File: config.mk
export PLATFORM = sky130hd
export DESIGN_NAME = balabar_scheduler
export DESIGN_NICKNAME = d
export VERILOG_FILES = /design/src/rtl/balabar_pkg.sv /design/src/rtl/balabar_scheduler_timer.sv /design/src/rtl/balabar_scheduler.sv
export SDC_FILE = /design/constraint.sdc
export NUM_CORES = 1
export LEC_CHECK = 0
export BUFFER_PORTS_ARGS = -buffer_cell sky130_fd_sc_hd__buf_2
export CAP_MARGIN = 20
export CORE_MARGIN = 1.5
export CORE_UTILIZATION = 50
export CTS_CLUSTER_DIAMETER = 30
export DETAILED_ROUTE_END_ITERATION = 8
export PLACE_DENSITY = 0.74
export SETUP_SLACK_MARGIN = 0.3
export SLEW_MARGIN = 30
export SYNTH_ARGS = -nofsm -noshare
export SYNTH_HDL_FRONTEND = slang
export SYNTH_SLANG_ARGS = --single-unit
File: constraint.sdc
create_clock -name clk -period 1.66 [get_ports clk]
set_input_delay 0.332 -clock clk [delete_from_list [all_inputs] [get_ports clk]]
set_output_delay 0.332 -clock clk [all_outputs]
set_load 0.005 [all_outputs]
File: src/rtl/balabar_pkg.sv
// Shared types for the BalaBar elevator scheduler: car command encodings and FSM states.
package balabar_pkg;

    localparam logic [1:0] CMD_STOP = 2'b00;
    localparam logic [1:0] CMD_UP   = 2'b11;
    localparam logic [1:0] CMD_DOWN = 2'b10;

    // ST_ prefix keeps the state names clear of the command encodings above.
    typedef enum logic [2:0] {
        ST_IDLE,
        ST_CMD_UP,
        ST_CMD_DN,
        ST_SETTLE,
        ST_ARRIVE,
        ST_DOOR,
        ST_FAULT
    } sched_state_t;

endpackage

File: src/rtl/balabar_scheduler_timer.sv
// Loadable down-counter that saturates at zero; done is high while the count is zero.
module balabar_dwell_timer #(
    parameter int W = 4
) (
    input  logic         clk,
    input  logic         rst_n,
    input  logic         load_i,
    input  logic [W-1:0] load_val_i,
    input  logic         en_i,
    output logic         done_o
);

    logic [W-1:0] count_q;

    always_ff @(posedge clk or negedge rst_n) begin
        if (!rst_n) begin
            count_q <= '0;
        end else if (load_i) begin
            count_q <= load_val_i;
        end else if (en_i && (count_q != '0)) begin
            count_q <= count_q - 1'b1;
        end
    end

    assign done_o = (count_q == '0);

endmodule

File: src/rtl/balabar_scheduler.sv
// SCAN-ordered elevator scheduler driving the BalaBar car command.
// Optional fire-service recall is enabled by defining BALABAR_SCHED_FIRE_EN.
module balabar_scheduler
    import balabar_pkg::*;
#(
    parameter int FLOORS       = 5,
    parameter int FLOOR_W      = 5,
    parameter int DWELL_CYCLES = 8,
    parameter int SETTLE_MAX   = 4
) (
    input  logic               clk,
    input  logic               rst,
`ifdef BALABAR_SCHED_FIRE_EN
    input  logic               fire,
`endif
    input  logic [FLOORS-1:0]  call_req,
    input  logic [FLOOR_W-1:0] floor_cur,
    output logic [1:0]         car_cmd,
    output logic [FLOORS-1:0]  pending,
    output logic               door_open,
    output logic               dir_up,
    output logic               fault
);

    localparam int TMR_MAX = (DWELL_CYCLES > SETTLE_MAX) ? DWELL_CYCLES : SETTLE_MAX;
    localparam int TMR_W   = $clog2(TMR_MAX + 1);

    sched_state_t       state_q, state_d;
    logic [FLOORS-1:0]  pending_q, pending_d;
    logic               dir_up_q, dir_up_d;
    logic [FLOOR_W-1:0] floor_ref_q, floor_ref_d;

    logic [FLOORS-1:0]  here_mask, above_mask, below_mask;
    logic               floor_ok, at_top, at_bottom;
    logic               call_here, call_above, call_below, call_req_here;
    logic               dwell_load, dwell_done, settle_load, settle_done;

    genvar gi;
    generate
        for (gi = 0; gi < FLOORS; gi++) begin : g_mask
            assign here_mask[gi]  = (floor_cur == FLOOR_W'(gi));
            assign above_mask[gi] = (FLOOR_W'(gi) > floor_cur);
            assign below_mask[gi] = (FLOOR_W'(gi) < floor_cur);
        end
    endgenerate

    assign floor_ok      = (floor_cur < FLOOR_W'(FLOORS));
    assign at_top        = (floor_cur == FLOOR_W'(FLOORS - 1));
    assign at_bottom     = (floor_cur == '0);
    assign call_here     = |(pending_q & here_mask);
    assign call_above    = |(pending_q & above_mask);
    assign call_below    = |(pending_q & below_mask);
    assign call_req_here = |(call_req & here_mask);

`ifdef BALABAR_SCHED_FIRE_EN
    logic fire_q;

    always_ff @(posedge clk or negedge rst) begin
        if (!rst) begin
            fire_q <= 1'b0;
        end else begin
            fire_q <= fire;
        end
    end
`endif

    always_comb begin
        state_d     = state_q;
        dir_up_d    = dir_up_q;
        floor_ref_d = floor_ref_q;
        settle_load = 1'b0;

        case (state_q)
            ST_IDLE: begin
                if (call_here) begin
                    state_d = ST_DOOR;
                end else if (call_above && (dir_up_q || !call_below) && !at_top) begin
                    state_d  = ST_CMD_UP;
                    dir_up_d = 1'b1;
                end else if (call_below && !at_bottom) begin
                    state_d  = ST_CMD_DN;
                    dir_up_d = 1'b0;
                end
            end
            ST_CMD_UP, ST_CMD_DN: begin
                // Reference floor is taken before the car reacts to the command.
                floor_ref_d = floor_cur;
                settle_load = 1'b1;
                state_d     = ST_SETTLE;
            end
            ST_SETTLE: begin
                if (floor_cur != floor_ref_q) begin
                    state_d = ST_ARRIVE;
                end else if (settle_done) begin
                    state_d = ST_FAULT;
                end
            end
            ST_ARRIVE: begin
                if (call_here) begin
                    state_d = ST_DOOR;
                end else if (dir_up_q && call_above && !at_top) begin
                    state_d = ST_CMD_UP;
                end else if (!dir_up_q && call_below && !at_bottom) begin
                    state_d = ST_CMD_DN;
                end else begin
                    state_d = ST_IDLE;
                end
            end
            ST_DOOR: begin
                if (dwell_done && !call_req_here) begin
                    state_d = ST_IDLE;
                end
            end
            ST_FAULT: state_d = ST_FAULT;
            default:  state_d = ST_FAULT;
        endcase

`ifdef BALABAR_SCHED_FIRE_EN
        // Recall to the ground floor; moves already in flight finish through SETTLE.
        if (state_q != ST_FAULT) begin
            if (fire) begin
                dir_up_d = 1'b0;
                if ((state_q == ST_IDLE) || (state_q == ST_ARRIVE) || (state_q == ST_DOOR)) begin
                    state_d = at_bottom ? ST_DOOR : ST_CMD_DN;
                end
            end else if (fire_q && (state_q == ST_DOOR)) begin
                state_d = ST_IDLE;
            end
        end
`endif

        if (!floor_ok) begin
            state_d = ST_FAULT;
        end

        dwell_load = ((state_d == ST_DOOR) && (state_q != ST_DOOR)) ||
                     ((state_q == ST_DOOR) && call_req_here);

        // Calls for the floor whose door is opening are served, not latched.
        pending_d = pending_q | call_req;
        if ((state_q == ST_DOOR) || (state_d == ST_DOOR)) begin
            pending_d = pending_d & ~here_mask;
        end
`ifdef BALABAR_SCHED_FIRE_EN
        if (fire) begin
            pending_d = '0;
        end
`endif
    end

    always_ff @(posedge clk or negedge rst) begin
        if (!rst) begin
            state_q     <= ST_IDLE;
            pending_q   <= '0;
            dir_up_q    <= 1'b1;
            floor_ref_q <= '0;
        end else begin
            state_q     <= state_d;
            pending_q   <= pending_d;
            dir_up_q    <= dir_up_d;
            floor_ref_q <= floor_ref_d;
        end
    end

    balabar_dwell_timer #(.W(TMR_W)) u_dwell (
        .clk        (clk),
        .rst_n      (rst),
        .load_i     (dwell_load),
        .load_val_i (TMR_W'(DWELL_CYCLES - 1)),
        .en_i       (state_q == ST_DOOR),
        .done_o     (dwell_done)
    );

    balabar_dwell_timer #(.W(TMR_W)) u_settle (
        .clk        (clk),
        .rst_n      (rst),
        .load_i     (settle_load),
        .load_val_i (TMR_W'(SETTLE_MAX - 1)),
        .en_i       (state_q == ST_SETTLE),
        .done_o     (settle_done)
    );

    always_comb begin
        case (state_q)
            ST_CMD_UP: car_cmd = CMD_UP;
            ST_CMD_DN: car_cmd = CMD_DOWN;
            default:   car_cmd = CMD_STOP;
        endcase
    end

    assign pending   = pending_q;
    assign door_open = (state_q == ST_DOOR);
    assign dir_up    = dir_up_q;
    assign fault     = (state_q == ST_FAULT);

endmodule
Word-level counts from Yosys, hierarchy flattened. Cells that the tools add are included.

Register bits: 22. Output and inout port bits: 10. Logic and storage cells: 95.

$add $sub $neg: 2. $lt $le $gt $ge: 11. Eq/ne operators: 13. Multiplexer cells: 20. Bitwise gates (word level): 8. Reduce and logical (&&, ||, !) cells: 35.

Operator list (count): bitwise AND 5 bit (5); 2-to-1 mux 3 bit (8); OR reduction 5 bit (4); 2-to-1 mux 4 bit (4); one-hot mux 3 bit (5 select lines) (1); equality test 3 bit (second input constant) (4); logical AND 1 bit (12); equality test 5 x 2 -> 1 bit (second input constant) (2); greater-than comparator 1 x 5 -> 1 bit (first input constant) (2); greater-than comparator 2 x 5 -> 1 bit (first input constant) (2); less-than comparator 1 x 5 -> 1 bit (first input constant) (2); less-than comparator 2 x 5 -> 1 bit (first input constant) (2); logical NOT 4 bit (2); nonzero test 4 bit (2); subtractor 4 x 1 -> 4 bit (second input constant) (2); equality test 3 x 2 -> 1 bit (second input constant) (2); nonzero test 2 bit (3); equality test 5 x 1 -> 1 bit (second input constant) (1); equality test 5 x 3 -> 1 bit (second input constant) (1); greater-than comparator 3 x 5 -> 1 bit (first input constant) (1); logical NOT 1 bit (5); logical NOT 5 bit (1); less-than comparator 3 x 5 -> 1 bit (first input constant) (1); less-than comparator 5 x 3 -> 1 bit (second input constant) (1); 14 further kinds (19).

Logic depth before layout (Yosys ltp). Gate-level depths: netlist of the first run.

Depth after elaboration: 15. Depth in mapped cells: 6. Mapped depth without buffers: 6.

Hierarchy. From an unflattened synthesis of the first run, not the netlist that was laid out.

Cells, all modules: 179. Area, all modules: 1725.4 um^2.

By module, submodules not included: balabar_scheduler (instances 1, cells an instance 125, area each 1184.9 um^2, seq. area each 351.6 um^2); balabar_dwell_timer (instances 2, cells an instance 27, area each 270.3 um^2, seq. area each 100.1 um^2).

Worst setup path after synthesis of the first run. No wires, ideal clock.

Kind: in2reg. Start point: input port floor_cur[3]. End point: register state_q[1]. Library setup time: 126 ps. Data arrival time: 1824 ps. Slack: -290 ps. Cell stages on the path: 6. Path through: buf_2 > or4_4 > a22o_1 > o31ai_4 > nand2_1 > a311o_1.

Cells in the longest elaborated chain, start to end: 11. Elaborated cells between the ends (all ways): 48. Classes of those cells: order compare: 11; eq/ne: 5; mux: 10; bitwise: 4; reduce/logical: 18.

RTL lines: from (decl) (line balabar_scheduler.sv:17) `input logic [FLOOR_W-1:0] floor_cur,`; less-than comparator 1 x 5 -> 1 bit, or another cell as far along (line balabar_scheduler.sv:43) `assign below_mask[gi] = (FLOOR_W'(gi) < floor_cur);`; bitwise AND 5 bit (line balabar_scheduler.sv:52) `assign call_below = |(pending_q & below_mask);`; OR reduction 5 bit (line balabar_scheduler.sv:52); logical NOT 1 bit (line balabar_scheduler.sv:77) `end else if (call_above && (dir_up_q || !call_below) && !at_top) begin`; logical OR 1 bit (line balabar_scheduler.sv:77); logical AND 1 bit (2 in series) (line balabar_scheduler.sv:77); 2-to-1 mux 3 bit (line balabar_scheduler.sv:77); 2-to-1 mux 3 bit (line balabar_scheduler.sv:75) `if (call_here) begin`; one-hot mux 3 bit (5 select lines) (line balabar_scheduler.sv:73) `case (state_q)`; 2-to-1 mux 3 bit * (line balabar_scheduler.sv:132) `if (!floor_ok) begin`; named net state_d[1] (line balabar_scheduler.sv:28) `sched_state_t state_q, state_d;`; to (signal assigned) (line balabar_scheduler.sv:158) `state_q <= state_d;`; to (decl) (line balabar_scheduler.sv:28).

Mark *: on every way through the listed nets, which the timed path passes. The rest lies on a longest branch. A chain may end at the register's enable or synchronous reset.

Worst setup path in the final report of the first run.
Start point: input port floor_cur[1]. End point: register state_q[1].

The elaborated chain is that of the path after synthesis.

==> impl_results.md, run 1 <==
- Worst r2r src: state_q[0]
- FF-to-FF setup slack: 0.07 ns
- Die H: 56.2 um
- Slew Limit Fails: 0
- Synth cell count leaders: 21 x dfrtp_1, 20 x nor2_1, 14 x nand2_1
- CTS tree: built
- Tmin final: 1.63 ns
- M2 GR Usage: 0.486
- Slowest stage delay, CP: 0.54 ns
- Die ar.: 0.00315 mm2
- FMAX: 612 MHz
- Yosys top cell area share: 0.372
- Count of input and output buffers: 21
- Clock tree buffer depth: 2
- Crit. End Element: flip-flop
- Clk_lat worst skew: 0.32 ns
- Synth warnings: 0
- Row count: 19
- Top-count cell post-synth: dfrtp_1
- Number of synthesized flops with an enable pin: 0
- Critical path class: input pin to flip-flop
- Share of layout cells above drive strength 1: 0.500
- Crit-path max FO: 3
- Clock skew: 0.0102 ns
- Mapped cell area: 0.00141 mm2
- Busiest layer in global routing: met2
- Routed len/inst: 16.9 um
- Max_cap viols: 0
- Overflow after GRT: 0
- Vias: 1519
- Met3 usage: 0.0372
- Final Hold Fails: 0
- Syn avg cell area: 8.72 um2
- Area contributors post-synth: dfrtp_1 37%, nor2_1 5.3%, xor2_1 5.0%
- Power, Total: 0.00110 W
- HP Class: input pin to flip-flop
- Worst rel slew slack: 0.665
- Core Footprint: 0.00271 mm2
- CTS root buf: clkbuf_4
- WL final: 4.27 mm
- Setup violators final: 0
- Register area share after synthesis: 0.391
- Global-route wire length before repair: 6.65 mm
- Vias per inst: 6.00
- Iteration-0 DRC Markers: 78
- Die span in x: 56.2 um
- Critical path required time: 1.88 ns
- Dominant synthesized flop cell: dfrtp_1
- Hold endpoint: pending[2]
- R2r endpoint: u_dwell.count_q[3]
- Starting Density: 0.521
- Drt pass-1 iters: 4
- Ys async rst share: 1.00
- Layout area overhead: 54.8%
- Max H-tree Level: 1
- Num CTS Buffers: 3
- P_leak: 0.971 nW
- Remaining DRCs: 0
- Largest net degree at the start of global routing: 23
- Worst reg-to-reg path cell count: 7
- Met1 Use GR: 0.317
- Worst slack at placement: -0.323 ns
- DP Wirelength: 2.62 mm
- Post-Synthesis Cells: 162
- Clock sink count: 22
- Synth Register Bits: 22
- Bufs and invs on worst path: 1
- Status: finished clean
- Antenna violations before repair: 0
- Clock slew at reported path FFs: 0.13 ns
- Placer Congestion: 0.940
- Distinct cells, synth: 42
- Layout net count: 238
- Vias in the first global route: 1522
- Worst hold path depth: 3
- RSZ-0062 raised after global routing: true
- Final worst slack: 0.0260 ns
- Syn_nets: 177
- VDD IR max: 0.444 mV
- CP max-delay cell: or4_4
- Worst-path cell chain: buf_6 -> or4_4 -> a22o_1 -> o31ai_4 -> nand2_2 -> a311o_1
- ANT nets after route: 0
- Diode count: 0
- Crit path arrival time: 1.86 ns
- PD cells: 505 mW/mm2
- I/O pin count: 22
- Worst setup SP type: input pin
- GRT Util Overall: 0.273
- Fin crit share: 0.984
- Top Family by Delay on Critical Path: compound AO/OA/AOI/OAI gates
- Worst-margin pin slew: 0.503 ns
- Hold path start: call_req[2]
- Leading area contributor after synthesis: dfrtp_1
## sequential cells by signal (all words and copies together), names as in the netlist
register,flops
floor_ref_q,5
pending,5
u_dwell.count_q,4
u_settle.count_q,4
state_q,3
dir_up,1
## worst max-delay path by stage
stage	start	end	slack [ns]	cells past startpoint
after floorplan	floor_cur[0]	state_q[1]	-0.25	6
after global placement	floor_cur[0]	state_q[1]	-0.29	6
after detailed placement	floor_cur[0]	state_q[1]	-0.32	6
after CTS	floor_cur[1]	state_q[1]	0.04	6
after global routing	state_q[0]	car_cmd[1]	-0.02	4
final	floor_cur[1]	state_q[1]	0.03	6
## timing repair
| item | CTS | global route |
|---|---|---|
| buffers inserted | 10 | 7 |
| gates resized for setup | 40 | 26 |
| endpoints found under the setup margin | 26 | 29 |
| endpoints found under the hold margin | 21 | 0 |
| pin swaps | 15 | 11 |
| hold buffers | 1 | 0 |
## placed cells by master, fill, tap and decap left out, types with 3 or more instances in the layout
cell and count:
buf_6 14, clkbuf_4 3, nor2_2 3, a21oi_1 5
inv_1 8, dfrtp_1 19, nand2_1 10, xor2_1 7
buf_2 17, or3_1 3, o21ai_1 4, o21a_1 3
a21oi_2 3, nand2_2 3, buf_4 30, inv_2 3
mux2i_1 4, mux2_4 5, nor3_1 4, o21ai_0 5
nor2_1 16, a31oi_1 3
## cells by family after synthesis
logic type | count (synthesis) | share of synthesized area
simple gates | 59 | 0.204
compound gates | 38 | 0.180
mux | 9 | 0.0682
flops | 22 | 0.391
fa+ha+maj | 3 | 0.0266
xor+xnor | 11 | 0.0682
buf+inv | 20 | 0.0629
## stage by stage
stage          std cells  hold slack, ns   util  setup TNS [ns]  cell area [um2]
6_report             253           0.256  0.807               0             2190
5_1_grt              253           0.260  0.807         -0.0304             2190
4_1_cts              246           0.260  0.748               0             2030
3_5_place_dp         231           0.329  0.634           -2.74             1720
3_3_place_gp         231           0.323  0.634           -2.61             1720
2_1_floorplan        162          0.0364      -           -1.36             1450
## cell type report
type | count | area (um2)
well taps | 31 | 38.8
fillers | 164 | 523
flip-flops and latches | 22 | 554
repair buffers | 65 | 528
multi-input cells | 120 | 972
clock buffers | 3 | 22.5
inverters | 11 | 41.3
clock inverters | 1 | 30.0
## per-layer routing
layer | vias to the layer above | share of wire | wire, um
met4 | 0 | 0.041 | 173
met1 | 733 | 0.39 | 1680
met5 | - | 0 | 0
met2 | 68 | 0.51 | 2200
met3 | 25 | 0.052 | 223
li1 | 693 | - | -
## worst min-delay path: stages
cell and delay, ns:
buf_2 0.10, nor2_1 0.08, a31oi_1 0.05
## power by group
group	switching, W	total, W	internal, W	leakage, nW
registers	0.00000310	0.000543	0.000540	0.254
clock network	0.000177	0.000421	0.000244	0.0279
logic	0.0000760	0.000140	0.0000645	0.689
(Power assumes the default switching activity.)
==> run 2: changes to the inputs <==
--- a/config.mk
+++ b/config.mk
@@ -8,10 +8,10 @@
 export BUFFER_PORTS_ARGS = -buffer_cell sky130_fd_sc_hd__buf_2
 export CAP_MARGIN = 20
 export CORE_MARGIN = 1.5
-export CORE_UTILIZATION = 50
+export CORE_UTILIZATION = 55
 export CTS_CLUSTER_DIAMETER = 30
 export DETAILED_ROUTE_END_ITERATION = 8
-export PLACE_DENSITY = 0.74
+export PLACE_DENSITY = 0.78
 export SETUP_SLACK_MARGIN = 0.3
 export SLEW_MARGIN = 30
 export SYNTH_ARGS = -nofsm -noshare
==> constraint.sdc (replaced) <==
create_clock -name clk -period 2 [get_ports clk]
set_input_delay 0.4 -clock clk [delete_from_list [all_inputs] [get_ports clk]]
set_output_delay 0.4 -clock clk [all_outputs]
set_load 0.005 [all_outputs]
==> run 2 against run 1 <==
Effect of this change: critical path depth stayed put; die area is 8.6% lower; clock power is 17% lower; global-route usage is 0.29 points higher; first-iteration DRC count is 51% lower; non-clock buffer count is 19 lower; combinational power is 34% lower; sequential share of layout area is 4.8 points higher; worst setup slack better by 0.28 ns; sequential power is 17% lower; clock skew is 0.0013 ns higher; critical endpoint is now dir_up.
==> impl_results.md, run 2 (synthesized netlist as in run 1, its figures left out) <==
- Status: finished clean
- Layout area overhead: 30.0%
- Iteration-0 DRC Markers: 38
- Clock skew: 0.0116 ns
- Setup tns final: 0 ns
- Worst-margin pin slew: 0.491 ns
- CTS tree: built
- Slew Limit Fails: 0
- Overflow after GRT: 0
- Tmin final: 1.69 ns
- Fin Hold WS: 0.0217 ns
- Layout net count: 219
- Post-Layout Cell Count: 233
- VDD IR max: 0.623 mV
- Clock tree buffer depth: 2
- Fillers: 170
- Placer Congestion: 0.851
- Critical Path Sink: dir_up
- Vias in the first global route: 1280
- WL final: 3.45 mm
- Starting Density: 0.575
- Core Util, Final: 0.748
- Worst-path cell chain: buf_4 -> buf_4 -> nor2_2 -> nand3_1 -> o32a_1 -> o22ai_2
- Crit. End Element: flip-flop
- GRT Util Overall: 0.276
- CP max-delay cell: dfrtp_2
- Critical path origin: state_q[1]
- Final Hold Fails: 0
- CTS root buf: clkbuf_4
- P_leak: 0.840 nW
- Die span in x: 53.7 um
- Clk_lat worst skew: 0.32 ns
- I/O pin count: 22
- Clock sink count: 22
- Worst rel slew slack: 0.673
- Most common cell after layout, fill and taps aside: buf_4
- Worst r2r src: state_q[1]
- Global-route wire length before repair: 5.80 mm
- Worst setup SP type: flip-flop
- Die H: 53.7 um
- Critical path required time: 2.24 ns
- ANT nets after route: 0
- FF-to-FF setup slack: 0.31 ns
- Worst slack at placement: -0.0793 ns
- Row count: 18
- FMAX: 590 MHz
- Remaining DRCs: 0
- PD cells: 485 mW/mm2
- Antenna violations before repair: 0
- Core Footprint: 0.00245 mm2
- Max H-tree Level: 1
- Num CTS Buffers: 3
- Critical Path Most Common Cell: buf_4
- HP Class: input pin to async pin
- Routed len/inst: 14.8 um
- Setup violators final: 0
- Commonest cells after routing, fill and taps aside: 23 x buf_4, 19 x dfrtp_1, 18 x buf_2
- Drt pass-1 iters: 4
- Diode count: 0
- Vias: 1352
- Count of input and output buffers: 21
- Clock slew at reported path FFs: 0.14 ns
- Vias per inst: 5.80
- Max_cap viols: 0
- Final worst slack: 0.306 ns
- Worst reg-to-reg path cell count: 6
- Share of layout cells above drive strength 1: 0.350
- Crit-path max FO: 6
- DP Wirelength: 2.46 mm
- Largest net degree at the start of global routing: 23
- Fin crit share: 0.847
- Critical path class: flip-flop to flip-flop
- RSZ-0062 raised after global routing: true
- Post-placement cell count: 217
- R2r endpoint: dir_up
- Die ar.: 0.00288 mm2
- Slowest stage delay, CP: 0.48 ns
- Crit path arrival time: 1.94 ns
-- run 2: cell count changes in the layout (fill, tap and decap cells not counted), sizes merged --
| cell | delta |
|---|---|
| buf | -18 |
| dlygate4sd3 | -1 |
-- run 2: cell type report --
type	count	area [um2]	area share
sequential	22	554	0.302
clock buffer	3	22.5	0.0123
inverter	11	41.3	0.0225
clock inverter	1	30.0	0.0163
tap	30	37.5	0.0204
timing repair buffer	46	319	0.174
multi-input combinational	120	832	0.453
-- run 2: repair_timing --
item,CTS,global route
setup buffers,9,3
pin swaps,5,2
gates resized for setup,11,12
endpoints found under the setup margin,4,16
hold buffers,0,0
-- run 2: worst max-delay path, delay by kind of cell, from the launching register on --
kind / cells / cell delay (ns)
and+or+nand+nor: 2 / 0.28
DFF: 1 / 0.48
AOI/OAI and AO/OA: 2 / 0.56
buffers and inverters: 2 / 0.29
-- run 2: metal layers --
metal,global-route usage,vias up,wire (um)
li1,-,650,-
met1,0.351,657,1490
met2,0.494,38,1800
met3,0.0333,7,125
met4,0.0641,0,36
met5,0,-,0
-- run 2: power by group --
part,switching (W),internal [W],total (W)
clock network,0.000145,0.000203,0.000348
logic,0.0000523,0.0000396,0.0000920
registers,0.00000262,0.000448,0.000451
total,0.000200,0.000691,0.000891
-- run 2: worst min-delay path by stage --
stage                     startpoint  slack (ns)                   to  cells after the start
after global routing             rst        0.06   u_dwell.count_q[3]                      1
after floorplan                  rst        0.10       floor_ref_q[0]                      0
after global placement           rst        0.39  u_settle.count_q[1]                      1
after detailed placement         rst        0.40  u_settle.count_q[0]                      1
final                            rst        0.02           pending[4]                      1
after CTS                        rst        0.04           pending[4]                      1
-- run 2: metrics by stage --
| step | instance area, um2 | total power (W) |
|---|---|---|
| 5_1_grt | 1840 | 0.000922 |
| 3_5_place_dp | 1610 | 0.000543 |
| 3_3_place_gp | 1610 | 0.000539 |
| 4_1_cts | 1770 | 0.000894 |
| 2_1_floorplan | 1420 | 0.000504 |
| 6_report | 1840 | 0.000891 |
==> run 3: changes to the inputs <==
--- a/config.mk
+++ b/config.mk
@@ -8,10 +8,10 @@
 export BUFFER_PORTS_ARGS = -buffer_cell sky130_fd_sc_hd__buf_2
 export CAP_MARGIN = 20
 export CORE_MARGIN = 1.5
-export CORE_UTILIZATION = 55
+export CORE_UTILIZATION = 50
 export CTS_CLUSTER_DIAMETER = 30
 export DETAILED_ROUTE_END_ITERATION = 8
-export PLACE_DENSITY = 0.78
+export PLACE_DENSITY = 0.74
 export SETUP_SLACK_MARGIN = 0.3
 export SLEW_MARGIN = 30
 export SYNTH_ARGS = -nofsm -noshare
==> constraint.sdc (replaced) <==
create_clock -name clk -period 1.5 [get_ports clk]
set_input_delay 0.3 -clock clk [delete_from_list [all_inputs] [get_ports clk]]
set_output_delay 0.3 -clock clk [all_outputs]
set_load 0.005 [all_outputs]
==> run 3 against run 2 <==
Effect of this change: the flow now finishes with violations (setup timing); flip-flop and latch count unchanged; register-to-register slack got worse by 0.40 ns; non-clock buffer count up 19; combinational power is 55% higher; critical path type is now input pin to flip-flop.
==> impl_results.md, run 3 (synthesized netlist as in run 1, its figures left out) <==
- Remaining DRCs: 0
- P_leak: 0.980 nW
- Core Util, Final: 0.799
- Vias in the first global route: 1455
- Power, Total: 0.00121 W
- DP Wirelength: 2.64 mm
- Setup violators final: 11
- CTS tree: built
- Global-route wire length before repair: 6.60 mm
- Critical path required time: 1.72 ns
- Antenna violations before repair: 0
- PD cells: 560 mW/mm2
- Worst rel slew slack: 0.662
- Crit. End Element: flip-flop
- ANT nets after route: 0
- Slew Limit Fails: 0
- Routed len/inst: 15.8 um
- Layout net count: 238
- Failing checks: setup timing
- Drt pass-1 iters: 4
- CTS root buf: clkbuf_4
- Post-placement cell count: 234
- HP Class: input pin to flip-flop
- RSZ-0062 raised after global routing: true
- Tmin final: 1.61 ns
- Row count: 19
- Post-Layout Cell Count: 253
- Num CTS Buffers: 3
- Clock slew at reported path FFs: 0.13 ns
- Final instance area: 0.00217 mm2
- Core Footprint: 0.00271 mm2
- Area post-placement: 0.00180 mm2
- Iteration-0 DRC Markers: 57
- Overflow after GRT: 0
- Final Hold Fails: 0
- Worst setup SP type: input pin
- Most common cell after layout, fill and taps aside: buf_4
- Clock sink count: 22
- VDD IR max: 0.509 mV
- Clk_lat worst skew: 0.33 ns
- Die ar.: 0.00315 mm2
- Vias: 1444
- WL final: 4.01 mm
- Setup tns final: -0.413 ns
- Crit-path max FO: 4
- GRT Util Overall: 0.270
- FMAX: 621 MHz
- Crit path arrival time: 1.83 ns
- Vias per inst: 5.71
- Max_cap viols: 0
- Diode count: 0
- Critical path class: input pin to flip-flop
- Placer Congestion: 0.929
- Max H-tree Level: 1
- Starting Density: 0.521
- Layout area overhead: 53.3%
- Worst-margin pin slew: 0.507 ns
- I/O pin count: 22
- Status: finished, violations left
- Largest net degree at the start of global routing: 23
- Final worst slack: -0.110 ns
- Fin crit share: 1.07
- Die span in x: 56.2 um
- Share of layout cells above drive strength 1: 0.468
- Clock skew: 0.00944 ns
- Commonest cells after routing, fill and taps aside: 28 x buf_4, 20 x dfrtp_1, 19 x nor2_1, 19 x buf_6, 14 x buf_2
- Count of input and output buffers: 21
- Clock tree buffer depth: 2
- Die H: 56.2 um
-- run 3: power breakdown --
part	leakage, nW	internal (W)	switching, W
clock	0.0279	0.000271	0.000198
sequential	0.256	0.000598	0.00000336
combinational	0.696	0.0000666	0.0000764
total	0.980	0.000935	0.000278
-- run 3: worst paths after layout --
path | from | endpoint | slack (ns) | cells after the start
max in group asynchronous | rst | pending[2] | 0.68 | 2
min reg2reg | u_dwell.count_q[3] | u_dwell.count_q[3] | 0.55 | 1
min in group asynchronous | rst | floor_ref_q[0] | 0.46 | 2
max | floor_cur[0] | state_q[1] | -0.11 | 6
min | call_req[2] | pending[2] | 0.23 | 3
max reg2reg | pending[4] | state_q[1] | -0.09 | 6
-- run 3: repair_timing --
action | CTS | global route
gates resized for setup | 34 | 19
hold buffers | 1 | 0
hold endpoints to repair | 21 | 0
pin swaps | 12 | 8
endpoints found under the setup margin | 32 | 32
buffers inserted | 12 | 2
-- run 3: critical path, cell delays in order --
cell     delay [ns]
buf_8          0.10
or4_4          0.54
a22o_1         0.28
o31ai_4        0.20
nand2_1        0.11
a311o_1        0.29
-- run 3: metrics by stage --
step	setup WS [ns]	hold WS, ns
2_1_floorplan	-0.379	0.00441
3_3_place_gp	-0.421	0.285
3_5_place_dp	-0.442	0.290
4_1_cts	-0.0609	0.242
5_1_grt	-0.136	0.247
6_report	-0.110	0.230
-- run 3: final cells by class --
cell class / instances / area, um2
Clock inverter: 1 / 30.0
Tap cell: 31 / 38.8
Clock buffer: 3 / 22.5
Multi-Input combinational cell: 120 / 918
Sequential cell: 22 / 553
Timing Repair Buffer: 65 / 559
Fill cell: 181 / 544
Inverter: 11 / 43.8
-- run 3: routing by layer --
layer	vias up	global-route usage	share of wire
met3	15	0.0279	0.041
met5	-	0	0
met1	684	0.346	0.40
met2	52	0.457	0.52
met4	0	0.126	0.035
li1	693	-	-
